## config.mk

```make
export PLATFORM = sky130hd
export DESIGN_NAME = mem_req_demux
export DESIGN_NICKNAME = d
export VERILOG_FILES = /design/src/rtl/mem_req_demux.sv
export SDC_FILE = /design/constraint.sdc
export NUM_CORES = 1
export LEC_CHECK = 0
export ABC_AREA = 0
export BUFFER_PORTS_ARGS = -buffer_cell sky130_fd_sc_hd__buf_2
export CAP_MARGIN = 20
export CORE_MARGIN = 2
export CORE_UTILIZATION = 50
export CTS_BUF_LIST = sky130_fd_sc_hd__clkbuf_8
export DETAILED_ROUTE_END_ITERATION = 10
export PLACE_DENSITY = 0.8
export SLEW_MARGIN = 20
export SYNTH_ARGS = -nofsm -noshare
export SYNTH_HDL_FRONTEND = slang
export SYNTH_SLANG_ARGS = --single-unit
```

## constraint.sdc

```tcl
create_clock -name clk -period 2.45 [get_ports clk]
set_input_delay 0.49 -clock clk [delete_from_list [all_inputs] [get_ports clk]]
set_output_delay 0.49 -clock clk [all_outputs]
set_load 0.1 [all_outputs]
```

## src/rtl/mem_req_demux.sv

```systemverilog
// Registered 1-to-2 request router: steers each CPU data-memory request to data memory
// (port 0) or MMIO space (port 1) through a one-entry holding slot per port.
module mem_req_demux #(
    parameter int              AW        = 32,
    parameter int              DW        = 32,
    parameter logic [AW-1:0]   MMIO_BASE = 32'h0000_8000,
    parameter int              CW        = 16
) (
    input  logic          clk,
    input  logic          rst,

    input  logic          in_valid,
    output logic          in_ready,
    input  logic [AW-1:0] in_addr,
    input  logic [DW-1:0] in_wdata,
    input  logic          in_we,

    output logic          out0_valid,
    input  logic          out0_ready,
    output logic [AW-1:0] out0_addr,
    output logic [DW-1:0] out0_wdata,
    output logic          out0_we,

    output logic          out1_valid,
    input  logic          out1_ready,
    output logic [AW-1:0] out1_addr,
    output logic [DW-1:0] out1_wdata,
    output logic          out1_we,

    output logic          misalign,
    output logic [CW-1:0] cnt0,
    output logic [CW-1:0] cnt1
);

    logic          slot_valid_q [2];
    logic          slot_valid_d [2];
    logic [AW-1:0] slot_addr_q  [2];
    logic [AW-1:0] slot_addr_d  [2];
    logic [DW-1:0] slot_wdata_q [2];
    logic [DW-1:0] slot_wdata_d [2];
    logic          slot_we_q    [2];
    logic          slot_we_d    [2];
    logic [CW-1:0] cnt_q        [2];
    logic [CW-1:0] cnt_d        [2];

    logic          misalign_q;
    logic          misalign_d;

    logic          slot_ready [2];
    logic          drain      [2];
    logic          slot_free  [2];
    logic          tgt;
    logic          accept;

    assign slot_ready[0] = out0_ready;
    assign slot_ready[1] = out1_ready;

    assign tgt = (in_addr >= MMIO_BASE);

    // Both slots must be empty or draining: the target needs room, and the other port
    // must be clear so requests never overtake each other across ports.
    assign in_ready = ~rst & slot_free[0] & slot_free[1];
    assign accept   = in_valid & in_ready;

    genvar gi;
    generate
        for (gi = 0; gi < 2; gi++) begin : g_port
            localparam logic PORT = 1'(gi);

            assign drain[gi]     = slot_valid_q[gi] & slot_ready[gi];
            assign slot_free[gi] = ~slot_valid_q[gi] | drain[gi];

            always_comb begin
                slot_valid_d[gi] = slot_valid_q[gi];
                slot_addr_d[gi]  = slot_addr_q[gi];
                slot_wdata_d[gi] = slot_wdata_q[gi];
                slot_we_d[gi]    = slot_we_q[gi];
                cnt_d[gi]        = cnt_q[gi];

                if (accept && (tgt == PORT)) begin
                    slot_valid_d[gi] = 1'b1;
                    slot_addr_d[gi]  = in_addr;
                    slot_wdata_d[gi] = in_wdata;
                    slot_we_d[gi]    = in_we;
                    if (cnt_q[gi] != {CW{1'b1}}) begin
                        cnt_d[gi] = cnt_q[gi] + CW'(1);
                    end
                end else if (drain[gi]) begin
                    // Fields are left as-is once the slave has taken the request.
                    slot_valid_d[gi] = 1'b0;
                end
            end

            always_ff @(posedge clk) begin
                if (rst) begin
                    slot_valid_q[gi] <= 1'b0;
                    slot_addr_q[gi]  <= '0;
                    slot_wdata_q[gi] <= '0;
                    slot_we_q[gi]    <= 1'b0;
                    cnt_q[gi]        <= '0;
                end else begin
                    slot_valid_q[gi] <= slot_valid_d[gi];
                    slot_addr_q[gi]  <= slot_addr_d[gi];
                    slot_wdata_q[gi] <= slot_wdata_d[gi];
                    slot_we_q[gi]    <= slot_we_d[gi];
                    cnt_q[gi]        <= cnt_d[gi];
                end
            end
        end
    endgenerate

    always_comb begin
        misalign_d = misalign_q;
        if (accept && (in_addr[1:0] != 2'b00)) begin
            misalign_d = 1'b1;
        end
    end

    always_ff @(posedge clk) begin
        if (rst) begin
            misalign_q <= 1'b0;
        end else begin
            misalign_q <= misalign_d;
        end
    end

    assign out0_valid = slot_valid_q[0];
    assign out0_addr  = slot_addr_q[0];
    assign out0_wdata = slot_wdata_q[0];
    assign out0_we    = slot_we_q[0];

    assign out1_valid = slot_valid_q[1];
    assign out1_addr  = slot_addr_q[1];
    assign out1_wdata = slot_wdata_q[1];
    assign out1_we    = slot_we_q[1];

    assign misalign = misalign_q;
    assign cnt0     = cnt_q[0];
    assign cnt1     = cnt_q[1];

endmodule

```

## Yosys cells after proc, flatten, opt, wreduce, memory -nomap -nowiden

Memories as Yosys holds them, arrays and structs flattened.
Cells that the tools add are included.

- Output and inout port bits: 166
- Register bits: 1
- Word-level logic and storage cells: 63
- Memory bits (writable): 164
- Memories kept: 5

- Add/subtract/negate cells: 2
- Reduce and logical (&&, ||, !) cells: 4
- Magnitude comparators: 1
- Mux-type cells: 27
- Equality and inequality tests: 2
- Bitwise operators: 21

Memories:

| memory | words | bits a word | read ports | clocked after Yosys merged registers in | write ports | RTL line | RTL |
|---|---|---|---|---|---|---|---|
| slot_addr_q | 2 | 32 | 2 | 0 | 2 | 37 | `logic [AW-1:0] slot_addr_q [2];` |
| slot_wdata_q | 2 | 32 | 2 | 0 | 2 | 39 | `logic [DW-1:0] slot_wdata_q [2];` |
| cnt_q | 2 | 16 | 2 | 0 | 2 | 43 | `logic [CW-1:0] cnt_q [2];` |
| slot_valid_q | 2 | 1 | 2 | 0 | 2 | 35 | `logic slot_valid_q [2];` |
| slot_we_q | 2 | 1 | 2 | 0 | 2 | 41 | `logic slot_we_q [2];` |

Operators by type and width:

| cell | count |
|---|---|
| two-way mux 32 bit | 8 |
| two-way mux 16 bit | 6 |
| adder 16 x 1 -> 16 bit, second input constant | 2 |
| >= comparator 32 x 16 -> 1 bit, second input constant | 1 |
| inequality test 16 bit, second input constant | 2 |
| two-way mux 1 bit | 13 |
| OR 1 bit | 12 |
| AND 1 bit | 5 |
| inverter 1 bit | 4 |
| logical AND 1 bit | 3 |
| nonzero test 2 bit | 1 |

## Longest topological paths before layout

Gate-level depths: netlist of the first run.

- Depth after elaboration: 8
- Depth in mapped cells: 9

## Worst setup path after synthesis of the first run

No wires, ideal clock.

- Path kind: input-to-output
- Start: input rst
- End: output in_ready
- Data required time: 1960 ps
- Arrival time: 2307 ps
- Slack: -347 ps
- Path buffers: 3
- Stages: 4
- Cell sequence: buf_2 -> clkbuf_1 -> buf_1 -> nor2_1

- Longest elaborated chain between the ends: 3

Ends and longest elaborated chain:

| item | RTL line | RTL |
|---|---|---|
| start: declaration | 10 | `input logic rst,` |
| inverter 1 bit | 62 | `assign in_ready = ~rst & slot_free[0] & slot_free[1];` |
| AND 1 bit (2 in a row) | 62 |  |
| end: declaration | 13 | `output logic in_ready,` |

Every way passes these cells.

## Worst setup path in the final report of the first run

Ends and elaborated chain as after synthesis.

==> results of run 1 <==
[cells in the final DEF (no fill, tap or decap), types with 2 or more instances in the layout]
cell type / instances
sky130_fd_sc_hd__bufinv_16: 2
sky130_fd_sc_hd__dfxtp_1: 160
sky130_fd_sc_hd__nand3_1: 19
sky130_fd_sc_hd__buf_2: 234
sky130_fd_sc_hd__nand2_1: 243
sky130_fd_sc_hd__nor4_1: 2
sky130_fd_sc_hd__nor2b_1: 2
sky130_fd_sc_hd__nand2b_1: 2
sky130_fd_sc_hd__and3_1: 11
sky130_fd_sc_hd__xnor2_1: 8
sky130_fd_sc_hd__nand4_1: 13
sky130_fd_sc_hd__buf_4: 17
sky130_fd_sc_hd__a21oi_1: 121
sky130_fd_sc_hd__clkinv_2: 2
sky130_fd_sc_hd__inv_1: 4
sky130_fd_sc_hd__clkinv_4: 4
sky130_fd_sc_hd__dfxtp_2: 5
sky130_fd_sc_hd__and2_1: 18
sky130_fd_sc_hd__nor2_1: 39
sky130_fd_sc_hd__ha_1: 2
sky130_fd_sc_hd__and4_1: 2
sky130_fd_sc_hd__nor3_1: 5
sky130_fd_sc_hd__clkbuf_8: 19
sky130_fd_sc_hd__xor2_1: 17
sky130_fd_sc_hd__buf_12: 3
sky130_fd_sc_hd__or3_1: 5
sky130_fd_sc_hd__clkinvlp_4: 3
sky130_fd_sc_hd__nor4_4: 3
sky130_fd_sc_hd__o21ai_0: 5
[power by group]
group / switching, mW / total, mW / internal [mW]
Clock: 0.978 / 1.93 / 0.953
Sequential: 0.0264 / 2.76 / 2.73
Combinational: 0.587 / 0.720 / 0.133
[Yosys cell counts (2+ instances only)]
library cell and count:
sky130_fd_sc_hd__nor4_2 2, sky130_fd_sc_hd__nor2_1 40, sky130_fd_sc_hd__nor3_1 5, sky130_fd_sc_hd__clkbuf_1 35, sky130_fd_sc_hd__and2_1 18, sky130_fd_sc_hd__o21ai_0 5, sky130_fd_sc_hd__nand3_1 19, sky130_fd_sc_hd__and3_1 11
sky130_fd_sc_hd__nand4_1 13, sky130_fd_sc_hd__dfxtp_1 165, sky130_fd_sc_hd__xor2_1 17, sky130_fd_sc_hd__buf_2 9, sky130_fd_sc_hd__nor4_1 2, sky130_fd_sc_hd__nor4_4 2, sky130_fd_sc_hd__ha_1 2, sky130_fd_sc_hd__nand2_1 243
sky130_fd_sc_hd__or3_1 5, sky130_fd_sc_hd__xnor2_1 8, sky130_fd_sc_hd__o31ai_1 2, sky130_fd_sc_hd__a21oi_1 121, sky130_fd_sc_hd__nor2b_1 2, sky130_fd_sc_hd__nand2b_1 2, sky130_fd_sc_hd__inv_1 2, sky130_fd_sc_hd__and4_1 2
[sequential cells by signal, summed over array words and instances (netlist names)]
signal and flops:
misalign 1, slot_addr_q 64, slot_valid_q 2, slot_we_q 2
slot_wdata_q 64, cnt_q 32
[how the worst min path moves through the flow]
stage / endpoint / slack [ns] / cells past startpoint
floorplan: slot_wdata_q[1][15] / 0.63 / 2
global placement: slot_we_q[0] / 0.43 / 2
detailed placement: slot_addr_q[0][16] / 0.44 / 1
CTS: slot_wdata_q[1][31] / 0.25 / 3
global route: slot_wdata_q[1][27] / 0.26 / 3
finish: slot_wdata_q[1][29] / 0.28 / 3
[tightest hold or removal path: stages]
cell	delay [ns]
sky130_fd_sc_hd__buf_2	0.10
sky130_fd_sc_hd__nand2_1	0.05
sky130_fd_sc_hd__a21oi_1	0.05
[cell type report]
class / instances / area (µm²)
inverters: 2 / 7.507
fillers: 1057 / 4095
flip-flops and latches: 165 / 3309
well taps: 147 / 183.9
multi-input cells: 526 / 2560
clock inverters: 13 / 135.1
clock buffers: 19 / 261.5
repair buffers: 254 / 1359
[cell families after synthesis]
family,after synthesis
and+or+nand+nor,370
DFF,165
adders and majority gates,2
buffers and inverters,48
AOI/OAI and AO/OA,129
xor gates and xnor gates,25
[per-stage QoR]
step / hold slack (ns) / power, mW / cell area (µm²) / setup slack (ns) / util (%)
6_report: 0.2801 / 5.410 / 7816 / 0.3837 / 65.62
2_1_floorplan: 0.6260 / 3.362 / 6045 / 0.001859 / -
3_3_place_gp: 0.4347 / 3.540 / 7420 / 0.06218 / 62.29
3_5_place_dp: 0.4393 / 3.544 / 7420 / 0.03384 / 62.29
4_1_cts: 0.2537 / 5.447 / 7816 / 0.3787 / 65.62
5_1_grt: 0.2587 / 5.601 / 7816 / 0.3133 / 65.62
[routing by layer]
layer	wire length, µm	vias up	share of wire, %
met5	0	-	0
met4	380	0	2.4
met3	1246	33	7.8
met2	7681	196	48
met1	6745	2619	42
li1	-	2875	-
==> metrics.log, run 1 <==
INFO  metric die_w = 113.9 µm
INFO  metric postCtsSetupBuffers = 0
INFO  metric die_area = 12970 µm²
INFO  metric hp-class = in -> reg
INFO  metric slew_headroom = 47.75%
INFO  metric post_synthesis_simple_gate_area_fraction = 27.09%
INFO  metric worstPathRequired = 1.96 ns
INFO  metric start_util = 50.67%
INFO  metric numClockSinks = 165
INFO  metric cts_htree_levels = 4
INFO  metric crit-reg2reg-capture = slot_addr_q[0][14]
INFO  metric synthToLayoutAreaGrowth = 29.50%
INFO  metric cpMostUsedCell = sky130_fd_sc_hd__buf_4
INFO  metric worst_pin_slew = 0.7837 ns
INFO  metric io_pins = 236
INFO  metric leakage = 3.514 nW
INFO  metric post_synth_mux_area_share = 0%
INFO  metric grtUsageMet2 = 39.36%
INFO  metric synthesis.area_per_instance = 8.168 µm²
INFO  metric status = complete, no violations
INFO  metric ys_warn_count = 0
INFO  metric crit_chain = buf_4 > buf_4 > nor2_2 > buf_2
INFO  metric critPathTopFamily = buffers and inverters
INFO  metric design.final.nets = 1038
INFO  metric max_cap_violations = 0
INFO  metric worstPathMaxFanout = 73
INFO  metric worst_path_max_delay_cell = sky130_fd_sc_hd__buf_2
INFO  metric crit_path_end_kind = output pin
INFO  metric drc_errors = 0
INFO  metric hold_viol = 0
INFO  metric critical_path.n_buffers_inverters = 3
INFO  metric antenna_cells_inserted = 0
INFO  metric synth_fp_nets = 811
INFO  metric ff2ff_path_depth = 6
INFO  metric setup_tns = 0 ns
INFO  metric wire_length_of_the_first_global_routing_pass = 25.03 mm
INFO  metric gr-max-usage-layer = met2
INFO  metric synth.yosys.seq_area_share = 54.73%
INFO  metric port-buffer-count = 235
INFO  metric global_route.usage.total = 24.44%
INFO  metric num_vias = 5723
INFO  metric synth_top_cell_by_area = sky130_fd_sc_hd__dfxtp_1
INFO  metric cts-root-to-sink-buffers = 2
INFO  metric ys.flop_type = sky130_fd_sc_hd__dfxtp_1
INFO  metric yosys.cell_types.count = 31
INFO  metric std_cell_rows = 40
INFO  metric synth.area.top_cells = sky130_fd_sc_hd__dfxtp_1, sky130_fd_sc_hd__nand2_1, sky130_fd_sc_hd__a21oi_1
INFO  metric first_global_vias = 5091
INFO  metric drt_pass1_iterations = 4
INFO  metric fp.dieH = 113.9 µm
INFO  metric r2r_path_start = slot_valid_q[1]
INFO  metric final_layout_size_suffix_gt1_share = 30.44%
INFO  metric end_point_of_the_critical_path = in_ready
INFO  metric rsz0062_at_grt = no
INFO  metric gr-usage-met3 = 7.279%
INFO  metric grt_start_max_net_pins = 79
INFO  metric post-dp-hpwl = 11.22 mm
INFO  metric cts-buffers-inserted = 17
INFO  metric setup_viol_count_final = 0
INFO  metric place_congestion = 0.8749
INFO  metric synth_edf_count = 0
INFO  metric drt_iter0_drc = 419
INFO  metric postSynth.asyncResetShare = 0%
INFO  metric dp_cells = 1094
INFO  metric start_kind = input pin
INFO  metric placeableCoreArea = 11910 µm²
INFO  metric grt-ovfl-total = 0
INFO  metric post_layout_nonfiller_instances = 1126
INFO  metric critical_path_arrival = 1.58 ns
INFO  metric powerDensity = 692.2 nW/µm²
INFO  metric tritoncts = done
INFO  metric critical_path_cell_count = 4
INFO  metric cts.reportedPaths.clkPinSlew = 0.09 ns
INFO  metric hold_start = in_wdata[29]
INFO  metric synth_compound_gate_area_share = 10.84%
INFO  metric synth_top_area_share = 54.73%
INFO  metric fin_worst_skew = 0.007005 ns
INFO  metric ir_drop = 370.7 µV
INFO  metric maxSlewViolCount = 0
INFO  metric wl = 16.05 mm
INFO  metric cts.hold.buffers_added = 0
INFO  metric reg2reg_setup_slack = 0.44 ns
INFO  metric synth.cell_area = 6036 µm²
INFO  metric groute.layer.met1.usage = 30.88%
INFO  metric cts_resized = 0
INFO  metric achievable-frequency = 483.9 MHz
INFO  metric category_of_the_critical_setup_timing_path = in -> out
INFO  metric post_synth_fa_ha_maj_area_fraction = 0.4146%
INFO  metric synth_top_family_by_area = simple AND/OR/NAND/NOR gates
INFO  metric clkLatencyLatePin = 0.45 ns
INFO  metric worst_stage_delay_on_the_critical_path = 0.44 ns
INFO  metric synth.ff_latch_count = 165
INFO  metric post_drt_via_cell_ratio = 5.083
INFO  metric synthCells = 739
INFO  metric antenna_violating_nets_post_route = 0
INFO  metric timing.final.crit_share = 84.34%
INFO  metric drt-wirelength-per-cell = 14.26 µm
INFO  metric setup.worst_path.start = rst
INFO  metric clock_tree.root_cell = sky130_fd_sc_hd__clkbuf_8
INFO  metric period_minus_slack = 2.066 ns
INFO  metric number_of_antenna_violations_at_the_first_check_in_global_routing = 0
INFO  metric synthXorXnorAreaFrac = 3.628%
Power figures use the tool's default switching activity.
==> run 2, diff against run 1 <==
- clock period: 2.45 -> 2.1 ns (I/O delays scaled with it)
==> metrics.log, run 2 (synthesis results as in run 1) <==
INFO  metric start_kind = flip-flop (was input pin)
INFO  metric maxUsedRoutingLayer = met4 (unchanged)
INFO  metric critical_path_cell_count = 6 (was 4)
INFO  metric leakage = 3.607 nW (was 3.514 nW)
INFO  metric critPathTopFamily = simple AND/OR/NAND/NOR gates (was buffers and inverters)
INFO  metric cts-buffers-inserted = 17 (unchanged)
INFO  metric setup_viol_count_final = 0 (unchanged)
INFO  metric worst_pin_slew = 0.9224 ns (was 0.7837 ns)
INFO  metric status = complete, no violations (unchanged)
INFO  metric nFillCells = 1017 (was 1057)
INFO  metric rsz0062_at_grt = no (unchanged)
INFO  metric worst_path_max_delay_cell = sky130_fd_sc_hd__or4_4 (was sky130_fd_sc_hd__buf_2)
INFO  metric report.power.total = 6.336 mW (was 5.410 mW)
INFO  metric ff2ff_path_depth = 6 (unchanged)
INFO  metric hold_worst_slack = 0.2187 ns (was 0.2801 ns)
INFO  metric cts_htree_levels = 4 (unchanged)
INFO  metric start_util = 50.67% (unchanged)
INFO  metric timing.final.crit_share = 92.12%
INFO  metric post_layout_nonfiller_instances = 1143 (was 1126)
INFO  metric post-route-worst-setup-slack = 0.1654 ns (was 0.3837 ns)
INFO  metric crit_path_end_kind = flip-flop (was output pin)
INFO  metric tritoncts = done (unchanged)
INFO  metric antenna_violating_nets_post_route = 0 (unchanged)
INFO  metric ir_drop = 382.1 µV (was 370.7 µV)
INFO  metric post-dp-hpwl = 11.53 mm (was 11.22 mm)
INFO  metric critical_path.n_buffers_inverters = 1 (was 3)
INFO  metric postCtsSetupBuffers = 0 (unchanged)
INFO  metric std_cell_rows = 40 (unchanged)
INFO  metric powerDensity = 793.1 nW/µm² (was 692.2 nW/µm²)
INFO  metric crit_chain = nand2b_1 > nand3_2 > or4_4 > buf_4 > nand2_1 > a21oi_1 (was buf_4 > buf_4 > nor2_2 > buf_2)
INFO  metric io_pins = 236 (unchanged)
INFO  metric cts.hold.buffers_added = 0 (unchanged)
INFO  metric post-place-ws = -0.1245 ns (was 0.03384 ns)
INFO  metric clkLatencyLatePin = 0.44 ns (was 0.45 ns)
INFO  metric drt_pass1_iterations = 5 (was 4)
INFO  metric drt-wirelength-per-cell = 14.10 µm (was 14.26 µm)
INFO  metric synthToLayoutAreaGrowth = 32.36% (was 29.50%)
INFO  metric fp.dieH = 113.9 µm (unchanged)
INFO  metric place_congestion = 0.8851 (was 0.8749)
INFO  metric slew_headroom = 38.51% (was 47.75%)
INFO  metric critical_path_arrival = 2.22 ns (was 1.58 ns)
INFO  metric number_of_antenna_violations_at_the_first_check_in_global_routing = 1 (was 0)
INFO  metric category_of_the_critical_setup_timing_path = reg -> reg (was in -> out)
INFO  metric post_dp_cell_area = 7584 µm² (was 7420 µm²)
INFO  metric finalCoreUtilization = 67.07% (was 65.62%)
INFO  metric design_area = 7989 µm² (was 7816 µm²)
INFO  metric layout.cells.most_common = sky130_fd_sc_hd__nand2_1 (unchanged)
INFO  metric port-buffer-count = 235 (unchanged)
INFO  metric largest_registers = slot_addr_q (64), slot_wdata_q (64), cnt_q (32) (unchanged)
INFO  metric dp_cells = 1110 (was 1094)
INFO  metric final_layout_size_suffix_gt1_share = 34.07% (was 30.44%)
INFO  metric worst_stage_delay_on_the_critical_path = 0.64 ns (was 0.44 ns)
INFO  metric clock_tree.root_cell = sky130_fd_sc_hd__clkbuf_8 (unchanged)
INFO  metric wire_length_of_the_first_global_routing_pass = 25.16 mm (was 25.03 mm)
INFO  metric cts_resized = 0 (unchanged)
INFO  metric worstPathRequired = 2.38 ns (was 1.96 ns)
INFO  metric cts.reportedPaths.clkPinSlew = 0.08 ns (was 0.09 ns)
INFO  metric setup_tns = 0 ns (unchanged)
INFO  metric drt_iter0_drc = 460 (was 419)
INFO  metric wl_met1 = 6.895 mm (was 6.745 mm)
INFO  metric wl = 16.12 mm (was 16.05 mm)
INFO  metric first_global_vias = 5191 (was 5091)
INFO  metric cts-root-to-sink-buffers = 2 (unchanged)
INFO  metric maxSlewViolCount = 0 (unchanged)
INFO  metric hold_viol = 0 (unchanged)
INFO  metric achievable-frequency = 516.9 MHz
INFO  metric num_vias = 5835 (was 5723)
INFO  metric design.final.nets = 1054 (was 1038)
INFO  metric period_minus_slack = 1.935 ns
INFO  metric grt-ovfl-total = 0 (unchanged)
INFO  metric numClockSinks = 165 (unchanged)
INFO  metric wl_met3 = 1.121 mm (was 1.246 mm)
INFO  metric global_route.usage.total = 24.50% (was 24.44%)
INFO  metric commonest_cells_after_routing_fill_and_taps_aside = sky130_fd_sc_hd__nand2_1, sky130_fd_sc_hd__buf_2, sky130_fd_sc_hd__dfxtp_1 (unchanged)
INFO  metric wl_met2 = 7.707 mm (was 7.681 mm)
INFO  metric worst_hold_path.num_cells = 3 (unchanged)
INFO  metric post_drt_via_cell_ratio = 5.105 (was 5.083)
INFO  metric worstPathMaxFanout = 27 (was 73)
INFO  metric hp-class = in -> reg (unchanged)
INFO  metric drc_errors = 0 (unchanged)
INFO  metric grt_start_max_net_pins = 90 (was 79)
INFO  metric die_area = 12970 µm² (unchanged)
INFO  metric fin_worst_skew = 0.005723 ns (was 0.007005 ns)
INFO  metric max_cap_violations = 0 (unchanged)
INFO  metric placeableCoreArea = 11910 µm² (unchanged)
INFO  metric die_w = 113.9 µm (unchanged)
-- run 2: cell count changes in the layout (fill, tap and decap cells not counted), sizes merged --
cell      previous run  this run
buf                254       270
clkinvlp             3         2
clkinv               6         7
clkbuf              19        20
diode                0         1
inv                  4         3
-- run 2: cell type report --
cell class                 instances  area [µm²]  share of cell area, %
multi-input combinational        526        2565                  32.11
clock inverter                    12       127.6                  1.597
clock buffer                      20       275.3                  3.446
sequential                       165        3346                  41.88
timing repair buffer             270        1481                  18.54
antenna                            1       2.502                0.03132
inverter                           2       7.507                0.09397
tap                              147       183.9                  2.302
-- run 2: path summary, 6_finish.rpt --
path                                        start                  end  slack, ns
worst max-delay path              slot_valid_q[1]  slot_wdata_q[0][12]       0.17
worst min-delay path                  in_addr[22]   slot_addr_q[1][22]       0.22
worst max register to register    slot_valid_q[1]  slot_wdata_q[0][12]       0.17
worst min register to register  slot_addr_q[0][1]    slot_addr_q[0][1]       0.45
-- run 2: worst reg2reg max path: cells and delay by family (launching register included) --
family	cells	cell delay (ns)
flops	1	0.34
simple gates	4	1.11
compound gates	1	0.06
buf+inv	1	0.26
-- run 2: power breakdown --
part           internal (mW)  switching, mW  total [mW]
combinational          0.166          0.689       0.854
clock                   1.15           1.12        2.26
sequential              3.19         0.0313        3.22
-- run 2: routing by layer --
layer | global-route usage [%] | vias to the layer above
li1 | - | 2907
met1 | 30.75 | 2681
met2 | 39.76 | 212
met3 | 6.589 | 35
met4 | 10.89 | 0
met5 | 0 | -
==> run 3, diff against run 2 <==
--- a/config.mk
+++ b/config.mk
@@ -14,4 +14,5 @@
 export DETAILED_ROUTE_END_ITERATION = 10
 export PLACE_DENSITY = 0.8
+export RECOVER_POWER = 50
 export SLEW_MARGIN = 20
 export SYNTH_ARGS = -nofsm -noshare
==> constraint.sdc (replaced) <==
create_clock -name clk -period 1.9 [get_ports clk]
set_input_delay 0.38 -clock clk [delete_from_list [all_inputs] [get_ports clk]]
set_output_delay 0.38 -clock clk [all_outputs]
set_load 0.005 [all_outputs]
==> metrics.log, run 3 (synthesis results as in run 1) <==
INFO  metric post_dp_cell_area = 7694 µm² (was 7584 µm²)
INFO  metric setup_tns = 0 ns (unchanged)
INFO  metric worstPathMaxFanout = 48 (was 27)
INFO  metric cts-buffers-inserted = 17 (unchanged)
INFO  metric nFillCells = 1065 (was 1017)
INFO  metric hold_viol = 0 (unchanged)
INFO  metric hp-class = in -> reg (unchanged)
INFO  metric start_util = 50.67% (unchanged)
INFO  metric drt_pass1_iterations = 4 (was 5)
INFO  metric global_route.usage.total = 25.25% (was 24.50%)
INFO  metric report.power.total = 6.669 mW (was 6.336 mW)
INFO  metric antenna_violating_nets_post_route = 0 (unchanged)
INFO  metric io_pins = 236 (unchanged)
INFO  metric drt-wirelength-per-cell = 14.37 µm (was 14.10 µm)
INFO  metric final_layout_size_suffix_gt1_share = 25.15% (was 34.07%)
INFO  metric largest_registers = slot_addr_q (64), slot_wdata_q (64), cnt_q (32) (unchanged)
INFO  metric port-buffer-count = 235 (unchanged)
INFO  metric post-dp-hpwl = 11.85 mm (was 11.53 mm)
INFO  metric setup_viol_count_final = 0 (unchanged)
INFO  metric powerDensity = 828.6 nW/µm² (was 793.1 nW/µm²)
INFO  metric worstPathRequired = 2.29 ns (was 2.38 ns)
INFO  metric clkLatencyLatePin = 0.46 ns (was 0.44 ns)
INFO  metric crit_path_end_kind = flip-flop (unchanged)
INFO  metric drc_errors = 0 (unchanged)
INFO  metric timing.final.crit_share = 94.83%
INFO  metric numClockSinks = 165 (unchanged)
INFO  metric leakage = 3.353 nW (was 3.607 nW)
INFO  metric achievable-frequency = 555.0 MHz
INFO  metric number_of_antenna_violations_at_the_first_check_in_global_routing = 1 (unchanged)
INFO  metric design_area = 8048 µm² (was 7989 µm²)
INFO  metric layout.cells.most_common = sky130_fd_sc_hd__nand2_1 (unchanged)
INFO  metric first_global_vias = 5485 (was 5191)
INFO  metric synthToLayoutAreaGrowth = 33.33% (was 32.36%)
INFO  metric antenna_cells_inserted = 0 (was 1)
INFO  metric drt_iter0_drc = 399 (was 460)
INFO  metric category_of_the_critical_setup_timing_path = in -> reg (was reg -> reg)
INFO  metric start_kind = input pin (was flip-flop)
INFO  metric slew_headroom = 38.76% (was 38.51%)
INFO  metric grt_start_max_net_pins = 92 (was 90)
INFO  metric post_drt_via_cell_ratio = 5.112 (was 5.105)
INFO  metric tritoncts = done (unchanged)
INFO  metric clock_tree.root_cell = sky130_fd_sc_hd__clkbuf_8 (unchanged)
INFO  metric period_minus_slack = 1.802 ns
INFO  metric wl = 16.68 mm (was 16.12 mm)
INFO  metric commonest_cells_after_routing_fill_and_taps_aside = sky130_fd_sc_hd__nand2_1, sky130_fd_sc_hd__dfxtp_1, sky130_fd_sc_hd__buf_2 (was sky130_fd_sc_hd__nand2_1, sky130_fd_sc_hd__buf_2, sky130_fd_sc_hd__dfxtp_1)
INFO  metric place_congestion = 0.9004 (was 0.8851)
INFO  metric std_cell_rows = 40 (unchanged)
INFO  metric num_vias = 5935 (was 5835)
INFO  metric critical_path_arrival = 2.19 ns (was 2.22 ns)
INFO  metric cts-root-to-sink-buffers = 2 (unchanged)
INFO  metric design.final.nets = 1073 (was 1054)
INFO  metric cts_htree_levels = 4 (unchanged)
INFO  metric cts.reportedPaths.clkPinSlew = 0.09 ns (was 0.08 ns)
INFO  metric cts.hold.buffers_added = 0 (unchanged)
INFO  metric max_cap_violations = 0 (unchanged)
INFO  metric worst_pin_slew = 0.9186 ns (was 0.9224 ns)
INFO  metric wire_length_of_the_first_global_routing_pass = 25.99 mm (was 25.16 mm)
INFO  metric maxSlewViolCount = 0 (unchanged)
INFO  metric status = complete, no violations (unchanged)
INFO  metric hold_worst_slack = 0.1625 ns (was 0.2187 ns)
INFO  metric ir_drop = 541.7 µV (was 382.1 µV)
INFO  metric die_area = 12970 µm² (unchanged)
INFO  metric fin_worst_skew = 0.01011 ns (was 0.005723 ns)
INFO  metric grt-ovfl-total = 0 (unchanged)
INFO  metric fp.dieH = 113.9 µm (unchanged)
INFO  metric die_w = 113.9 µm (unchanged)
INFO  metric postCtsSetupBuffers = 0 (unchanged)
INFO  metric placeableCoreArea = 11910 µm² (unchanged)
## run 3: cell types whose count changed in the layout (fill, tap and decap cells not counted), sizes merged
cell	previous run	this run
bufinv	2	3
clkbuf	20	97
buf	270	209
inv	3	9
clkinv	7	2
clkinvlp	2	3
diode	1	0
## run 3: timing repair
action	CTS	global route
gates resized for setup	1	6
pin swaps	0	2
endpoints found under the setup margin	35	61
## run 3: layout make-up
cell class,instances,area (µm²),area share (%)
clock buffer,17,234.0,2.907
clock inverter,15,190.2,2.363
inverter,2,7.507,0.09328
multi-input combinational,526,2597,32.28
sequential,165,3303,41.04
tap,147,183.9,2.285
timing repair buffer,289,1531,19.03
## run 3: layer usage
metal	routed length [µm]	vias up	GRT usage [%]
met1	6777	2686	29.56
met2	7973	240	41.88
li1	-	2955	-
met4	587	2	12.20
met3	1326	52	8.289
met5	13	-	0
## run 3: per-stage QoR
stage / std cells / setup WS, ns / util (%)
detailed placement: 1129 / -0.3719 / 64.59
CTS: 1161 / 0.02603 / 68.18
finish: 1161 / 0.09818 / 67.56
global route: 1161 / -0.002883 / 67.56
global placement: 1129 / -0.3358 / 64.59
floorplan: 739 / -0.09703 / -
## run 3: final timing paths
kind	from	endpoint	slack (ns)	cells after the start
worst max-delay path	in_addr[16]	slot_wdata_q[1][5]	0.1	9
worst min-delay path	in_addr[2]	slot_addr_q[1][2]	0.16	3
worst max register to register	slot_valid_q[0]	cnt_q[0][9]	0.13	6
worst min register to register	slot_wdata_q[0][23]	slot_wdata_q[0][23]	0.45	2
## run 3: where the power goes
group,internal [mW],switching (mW),leakage [nW]
sequential,3.52,0.0358,1.34
clock,1.33,1.34,0.206
combinational,0.178,0.259,1.81
## run 3: worst max-delay path: stages
cell	delay [ns]
sky130_fd_sc_hd__buf_2	0.11
sky130_fd_sc_hd__nor4_2	0.37
sky130_fd_sc_hd__nand2_1	0.15
sky130_fd_sc_hd__buf_4	0.18
sky130_fd_sc_hd__buf_4	0.14
sky130_fd_sc_hd__o31ai_4	0.32
sky130_fd_sc_hd__buf_12	0.26
sky130_fd_sc_hd__nand2_1	0.09
sky130_fd_sc_hd__a21oi_1	0.15
